$ cat config.mk
export PLATFORM = sky130hd
export DESIGN_NAME = toeplitz_hash
export DESIGN_NICKNAME = d
export VERILOG_FILES = /design/src/rtl/toeplitz_hash.sv
export SDC_FILE = /design/constraint.sdc
export NUM_CORES = 1
export LEC_CHECK = 0
export ABC_AREA = 1
export BUFFER_PORTS_ARGS = -buffer_cell sky130_fd_sc_hd__clkbuf_2
export CORE_ASPECT_RATIO = 2
export CORE_MARGIN = 3
export CORE_UTILIZATION = 55
export CTS_CLUSTER_SIZE = 14
export DETAILED_ROUTE_END_ITERATION = 10
export PLACE_DENSITY = 0.77
export SETUP_SLACK_MARGIN = 0.3
export SLEW_MARGIN = 20
export SYNTH_ARGS = -nofsm -noshare
export SYNTH_HDL_FRONTEND = slang
export SYNTH_SLANG_ARGS = --single-unit
export TNS_END_PERCENT = 100
$ cat constraint.sdc
create_clock -name clk_in -period 6.3 [get_ports clk_in]
set_clock_uncertainty 0.2 [all_clocks]
set_input_delay 0.945 -clock clk_in [delete_from_list [all_inputs] [get_ports clk_in]]
set_output_delay 0.945 -clock clk_in [all_outputs]
set_load 0.01 [all_outputs]
$ cat src/rtl/toeplitz_hash.sv
// Toeplitz hash over GF(2): drains seed and data words from an upstream FIFO and hashes one data bit per cycle.
// Define TOEPLITZ_SEED_REUSE_EN to load the seed only on the first frame after reset and reuse it afterwards.
module toeplitz_hash #(
  parameter int OUT_BITS   = 32,
  parameter int DATA_WORDS = 4,
  parameter int SEED_WORDS = 5
) (
  input  logic                clk_in,
  input  logic                rst_n,
  input  logic                fifo_empty,
  input  logic [31:0]         fifo_out,
  output logic                rd_en,
  output logic [OUT_BITS-1:0] hash_out,
  output logic                hash_valid,
  input  logic                hash_ready,
  output logic                busy
);

  localparam int SEED_BITS = SEED_WORDS * 32;
  localparam int SCW       = (SEED_WORDS > 1) ? $clog2(SEED_WORDS) : 1;
  localparam int DCW       = (DATA_WORDS > 1) ? $clog2(DATA_WORDS) : 1;
  localparam logic [SCW-1:0] SEED_LAST = SCW'(SEED_WORDS - 1);
  localparam logic [DCW-1:0] DATA_LAST = DCW'(DATA_WORDS - 1);

  if (OUT_BITS < 1 || OUT_BITS > 32) begin : g_bad_out_bits
    $error("toeplitz_hash: OUT_BITS must be in 1..32");
  end
  if (SEED_WORDS * 32 < DATA_WORDS * 32 + OUT_BITS - 1) begin : g_bad_seed_len
    $error("toeplitz_hash: seed too short for DATA_WORDS*32 + OUT_BITS - 1 bits");
  end

  typedef enum logic [2:0] {
    IDLE, SREQ, SCAP, DREQ, DCAP, HASH, OUT
  } state_t;

  state_t                state, state_nxt;
  logic [SEED_BITS-1:0]  seed_sr;
  logic [31:0]           data_sr;
  logic [OUT_BITS-1:0]   acc;
  logic [OUT_BITS-1:0]   acc_nxt;
  logic [SCW-1:0]        seed_cnt;
  logic [DCW-1:0]        word_cnt;
  logic [4:0]            bit_cnt;
  logic                  skip_seed;

  // Accumulator value after folding in the current data bit; also what OUT publishes.
  assign acc_nxt = data_sr[0] ? (acc ^ seed_sr[OUT_BITS-1:0]) : acc;
  assign busy    = (state != IDLE);

`ifdef TOEPLITZ_SEED_REUSE_EN
  logic [SEED_BITS-1:0] seed_store;
  logic                 seed_loaded;

  assign skip_seed = seed_loaded;

  always_ff @(posedge clk_in or negedge rst_n) begin
    if (!rst_n) begin
      seed_store  <= '0;
      seed_loaded <= 1'b0;
    end else if (state == SCAP) begin
      seed_store[{seed_cnt, 5'd0} +: 32] <= fifo_out;
      if (seed_cnt == SEED_LAST) seed_loaded <= 1'b1;
    end
  end
`else
  assign skip_seed = 1'b0;
`endif

  always_ff @(posedge clk_in or negedge rst_n) begin
    if (!rst_n) state <= IDLE;
    else        state <= state_nxt;
  end

  // NOTE: every output of this block gets a default first, so no path leaves one unassigned and no latch is inferred.
  always_comb begin
    state_nxt = state;
    rd_en     = 1'b0;
    unique case (state)
      IDLE: state_nxt = skip_seed ? DREQ : SREQ;
      SREQ: if (!fifo_empty) begin
        rd_en     = 1'b1;
        state_nxt = SCAP;
      end
      SCAP: state_nxt = (seed_cnt == SEED_LAST) ? DREQ : SREQ;
      DREQ: if (!fifo_empty) begin
        rd_en     = 1'b1;
        state_nxt = DCAP;
      end
      DCAP: state_nxt = HASH;
      HASH: if (bit_cnt == 5'd31) state_nxt = (word_cnt == DATA_LAST) ? OUT : DREQ;
      OUT:  if (hash_ready) state_nxt = IDLE;
      default: state_nxt = IDLE;
    endcase
  end

  // NOTE: state registers use non-blocking assignments so every flop samples pre-edge values regardless of statement order.
  always_ff @(posedge clk_in or negedge rst_n) begin
    if (!rst_n) begin
      seed_sr    <= '0;
      data_sr    <= '0;
      acc        <= '0;
      seed_cnt   <= '0;
      word_cnt   <= '0;
      bit_cnt    <= '0;
      hash_out   <= '0;
      hash_valid <= 1'b0;
    end else begin
      unique case (state)
        IDLE: begin
          seed_cnt <= '0;
          word_cnt <= '0;
          acc      <= '0;
`ifdef TOEPLITZ_SEED_REUSE_EN
          if (seed_loaded) seed_sr <= seed_store;
`endif
        end
        SCAP: begin
          seed_sr[{seed_cnt, 5'd0} +: 32] <= fifo_out;
          seed_cnt <= (seed_cnt == SEED_LAST) ? '0 : seed_cnt + 1'b1;
        end
        DCAP: begin
          data_sr <= fifo_out;
          bit_cnt <= '0;
        end
        HASH: begin
          acc     <= acc_nxt;
          seed_sr <= seed_sr >> 1;
          data_sr <= data_sr >> 1;
          bit_cnt <= bit_cnt + 5'd1;
          if (bit_cnt == 5'd31) begin
            if (word_cnt == DATA_LAST) begin
              word_cnt   <= '0;
              hash_out   <= acc_nxt;
              hash_valid <= 1'b1;
            end else begin
              word_cnt <= word_cnt + 1'b1;
            end
          end
        end
        OUT: begin
          if (hash_ready) begin
            hash_valid <= 1'b0;
            acc        <= '0;
          end
        end
        default: ;
      endcase
    end
  end

endmodule

After elaboration in Yosys (flattened, before gate mapping)
Cells that the tools add are included.
{"block": "op_classes", "bitwise": 1, "muxes": 25, "shifts": 2, "n_reduce_logical": 14, "n_eq_ne": 14, "addsub": 4}
{"operator": "case mux 160 bit (2 select lines)", "n": 1}
{"operator": "bitwise mux 160 bit", "n": 1}
{"operator": "variable shift 32 x 10 -> 160 bit (first input constant)", "n": 1}
{"operator": "indexed part select 32 x 10 -> 160 bit", "n": 1}
{"operator": "case mux 32 bit (3 select lines)", "n": 1}
{"operator": "2-to-1 mux 32 bit", "n": 2}
{"operator": "case mux 32 bit (2 select lines)", "n": 1}
{"operator": "bitwise XOR 32 bit", "n": 1}
{"operator": "case mux 3 bit (7 select lines)", "n": 1}
{"operator": "2-to-1 mux 3 bit", "n": 6}
{"operator": "== test 3 bit (second input constant)", "n": 4}
{"operator": "!= test 2 bit (second input constant)", "n": 5}
{"operator": "negator 8 -> 10 bit", "n": 1}
{"operator": "case mux 5 bit (2 select lines)", "n": 1}
{"operator": "nonzero test 2 bit", "n": 5}
{"operator": "AND reduction 4 bit", "n": 2}
{"operator": "== test 3 x 2 -> 1 bit (second input constant)", "n": 2}
{"operator": "2-to-1 mux 2 bit", "n": 3}
{"operator": "case mux 3 bit (2 select lines)", "n": 1}
{"operator": "nonzero test 3 bit", "n": 2}
{"operator": "adder 5 x 1 -> 5 bit (second input constant)", "n": 1}
{"operator": "== test 5 bit (second input constant)", "n": 1}
{"operator": "2-to-1 mux 1 bit", "n": 5}
{"operator": "case mux 2 bit (2 select lines)", "n": 1}
{"operator": "9 further kinds", "n": 10}
{"block": "totals", "ff_bits": 270, "in_bits": 36, "elab_cells": 69, "out_inout_bits": 35}

Depth between registers and ports, before layout
{"block": "depth", "word_depth": 4, "depth_mapped": 14}

Least setup slack after synthesis
OpenSTA, ideal clock, no wires.
{"block": "synth_path", "path_type": "reg-to-reg", "start": "register seed_cnt[0]", "end": "register seed_sr[10]", "slack_ps": 3901, "stages_incl_launch_ff": 13, "setup_ps": 117, "t_arrival_ps": 2083, "path_buffers": 3, "path_cell_list": "dfrtp_1 -> buf_2 -> inv_2 -> ha_1 -> ha_1 -> buf_4 -> inv_2 -> nand3_1 -> nor2_4 -> nand2_2 -> clkbuf_1 -> nand3_1 -> nand2_1"}
{"block": "synth_via", "elab_chain_len": 4, "elab_cells_between_ends": 5, "cone_classes": "add/sub (1); shift (2); mux (2)"}
{"item": "start, declared", "line": "41", "text": "logic [SCW-1:0] seed_cnt;"}
{"item": "start signal, assigned", "line": "119", "text": "seed_cnt <= (seed_cnt == SEED_LAST) ? '0 : seed_cnt + 1'b1;"}
{"item": "negator 8 -> 10 bit *", "line": "118", "text": "seed_sr[{seed_cnt, 5'd0} +: 32] <= fifo_out;"}
{"item": "indexed part select 32 x 10 -> 160 bit / variable shift 32 x 10 -> 160 bit (equally long branches)", "line": "118"}
{"item": "bitwise mux 160 bit *", "line": "118"}
{"item": "case mux 160 bit (2 select lines) *", "line": "108", "text": "unique case (state)"}
{"item": "end signal, assigned by index", "line": "118"}
{"item": "end signal, assigned", "line": "127", "text": "seed_sr <= seed_sr >> 1;"}
{"item": "end, declared", "line": "37", "text": "logic [SEED_BITS-1:0] seed_sr;"}
Every way passes the cells marked *; elsewhere a longest branch is shown, timed or not.
A chain may end at the register's enable or synchronous reset.

Final worst setup path
{"block": "layout_path", "start": "register seed_cnt[0]", "end": "register seed_sr[22]"}
The elaborated chain is that of the path after synthesis.

==> metrics.csv <==
metric,value,unit
status,completed,
Critical Path AT,4220,ps
Place WS,2330,ps
via count,12700,
Leak Pwr,7.59,nW
post_cts resized,0,
area growth from synthesis to layout,7.12,%
syn_nets,1981,
CTS tree,built,
Clk pwr share,23.3,%
RSZ-0062 raised after global routing,no,
post-synth cell types,30,
worst slew pin tran,969,ps
first-pass detailed-route iteration total,6,
Sink Count,270,
Worst Setup End Kind,flip-flop,
critical path type,reg -> reg,
mapped cell area,14300,sq um
Pint,3.75,mW
Die Y,234,um
setup violators final,0,
Initial Util,56.3,%
Post-Route WL,36.6,mm
FF-to-FF Start,seed_cnt[0],
layout cells sized above 1,7.76,%
min cycle time layout,3940,ps
Overflow after GRT,0,
FF-to-FF End,seed_sr[22],
Comb power frac,34.7,%
Pwr Total,6.33,mW
slack of the critical path,2360,ps
max cap viols,0,
Final ANT Viol Nets,0,
synthesized area per cell,7.38,sq um
clock latency at the later pin of the worst-skew pair,560,ps
Core ar.,25300,sq um
Worst-path clk slew,70,ps
CP startpoint kind,flip-flop,
largest net degree at the start of global routing,190,
# Post-CTS Setup Buffers,0,
initial antenna violation count,0,
total negative slack,0,ps
Peak VDD IR,0.314,mV
Max stage delay on crit path,490,ps
first-pass GRT wire length,60.9,mm
1st-iter DRT viols,1115,
Max Root-Sink Buffers,3,
Root Buffer,clkbuf_16,
H-tree Lvls,1,
routed len/inst,16.2,um
"Seq/Total Area, Yosys",47.4,%
Ports,71,
slew margin rel.,35.4,%
clock buffer count from CTS,25,
die width,120,um
register bit total from synthesis,270,
Ant. Diodes,0,
fin nets,1951,
die area,28000,sq um
port buffer count,70,
sw frac,40.8,%
CTS Hold Bufs,0,
share of power burned in registers,42.0,%
Reg2Reg Setup Slack,2360,ps
worst-path cell chain,buf_4 -> inv_2 -> ha_1 -> ha_1 -> inv_2 -> nand3_1 -> nor2_4 -> buf_4 -> nand2_2 -> buf_4 -> nand2_2 -> nand2_1 -> nand2_1,
global-route usage over all layers,26.3,%
CP startpoint,seed_cnt[0],
DRC Markers,0,
r2r worst-path depth,13,
post-DP HPWL,24.5,mm
CP required,6580,ps
Yosys warnings,0,
"Slew Viols, Final",0,
Hold Path Class,in -> async,
vias in the first global route,12300,
Net Sw Power,2.58,mW
Final Hold Vio Count,0,
Vias per Instance,5.65,
crit path max fanout,37,
Tcrit/Tclk final,62.5,%
FP Rows,82,
Crit-path slowest cell,nand2_2,
Fmax,0.254,GHz
placer congestion estimate,0.950,
Power Density,414,nW/um^2
"Top cell by count, worst path",buf_4,
cell count after synthesis,1934,
[sequential cells by signal, summed over array words and instances (netlist names)]
signal and cells:
acc 32, bit_cnt 5, data_sr 32, hash_out 32, hash_valid 1, seed_cnt 3
seed_sr 160, state 3, word_cnt 2
[layer usage]
| metal | routed length (um) | part of all wire, % | vias to the layer above | track usage [%] |
|---|---|---|---|---|
| met3 | 1930 | 5.3 | 99 | 2.78 |
| li1 | - | - | 6120 | - |
| met1 | 14400 | 39 | 6087 | 32.1 |
| met5 | 0 | 0 | - | 0 |
| met2 | 18500 | 50 | 435 | 46.3 |
| met4 | 1770 | 4.8 | 0 | 13.2 |
[layout by cell type (no fill, tap or decap), types with 3 or more instances in the layout]
cell	count
buf_4	11
clkbuf_2	69
nand2_2	6
nor2_2	4
dfrtp_1	269
nand3_1	324
nand2_1	727
xnor2_1	33
clkbuf_1	6
clkbuf_16	25
nor2_4	3
nand4_1	29
inv_2	7
o22ai_1	4
inv_1	98
o21ai_0	85
clkbuf_8	3
o21ai_1	11
nor2_1	136
clkinv_2	4
ha_1	11
nand3_4	3
o211ai_1	30
[cell type report]
| type | count | area (sq um) |
|---|---|---|
| Tap cell | 336 | 420 |
| Clock buffer | 34 | 689 |
| Fill cell | 2358 | 10100 |
| Clock inverter | 8 | 85.1 |
| Multi-Input combinational cell | 1417 | 6440 |
| Sequential cell | 270 | 6760 |
| Timing Repair Buffer | 83 | 483 |
| Inverter | 107 | 407 |
[synth_stat cells]
| master | count | area share (%) |
|---|---|---|
| a21oi_1 | 2 | 0.070 |
| nand2_1 | 727 | 19 |
| dfrtp_1 | 270 | 47 |
| nor3_1 | 1 | 0.035 |
| buf_6 | 3 | 0.24 |
| nor2_4 | 3 | 0.24 |
| nand2_2 | 6 | 0.26 |
| inv_1 | 98 | 2.6 |
| buf_2 | 82 | 2.9 |
| buf_1 | 6 | 0.16 |
| ha_1 | 11 | 0.96 |
| inv_2 | 8 | 0.21 |
| buf_4 | 8 | 0.42 |
| xnor2_1 | 33 | 2.0 |
| o21ai_0 | 85 | 3.0 |
| nand3_2 | 2 | 0.14 |
| clkbuf_1 | 41 | 1.1 |
| o22ai_1 | 4 | 0.18 |
| o21ai_2 | 1 | 0.061 |
| nor2_1 | 136 | 3.6 |
| o21ai_1 | 11 | 0.39 |
| o221ai_1 | 1 | 0.061 |
| o211ai_1 | 30 | 1.6 |
| nor2_2 | 4 | 0.18 |
| nand2_4 | 2 | 0.16 |
| a22o_1 | 2 | 0.12 |
| nand4_1 | 29 | 1.3 |
| nand3_4 | 2 | 0.25 |
| clkinv_1 | 1 | 0.026 |
| nand3_1 | 325 | 11 |
[power by group through the flow]
stage | Sequential [mW] | Clock (mW) | Combinational, mW
after floorplan | 2.53 | 0 | 1.80
after global placement | 2.65 | 0 | 2.12
after detailed placement | 2.68 | 0 | 2.19
after CTS | 2.65 | 1.50 | 2.20
after global routing | 2.72 | 1.57 | 2.48
final | 2.66 | 1.47 | 2.20
[cells by family after synthesis]
| logic type | after synthesis | synth area share, % |
|---|---|---|
| AOI/OAI and AO/OA | 136 | 5.44 |
| xor gates and xnor gates | 33 | 2.03 |
| buffers and inverters | 247 | 7.59 |
| and+or+nand+nor | 1237 | 36.6 |
| adders and majority gates | 11 | 0.965 |
| DFF | 270 | 47.4 |
[per-stage QoR]
step,instances,area (sq um),utilization (%),hold slack (ps)
5_1_grt,2255,15300,60.3,300
2_1_floorplan,1934,14300,-,259
4_1_cts,2255,15300,60.3,283
3_5_place_dp,2213,14500,57.2,270
3_3_place_gp,2213,14500,57.2,259
6_report,2255,15300,60.3,226
[worst max-delay path, delay by kind of cell (launching register included)]
| kind | cells | cell delay, ps |
|---|---|---|
| flops | 1 | 320 |
| simple gates | 6 | 1100 |
| buf+inv | 5 | 1510 |
| fa+ha+maj | 2 | 680 |
[how the worst max path moves through the flow]
stage                         to  cells past startpoint  slack, ps
floorplan            seed_sr[10]                     12       3900
global placement     seed_sr[25]                     13       2540
detailed placement  hash_out[28]                      4       2330
CTS                 hash_out[28]                      4       2290
global route         seed_sr[23]                     13       2090
finish               seed_sr[22]                     13       2360
Power figures use the tool's default switching activity.
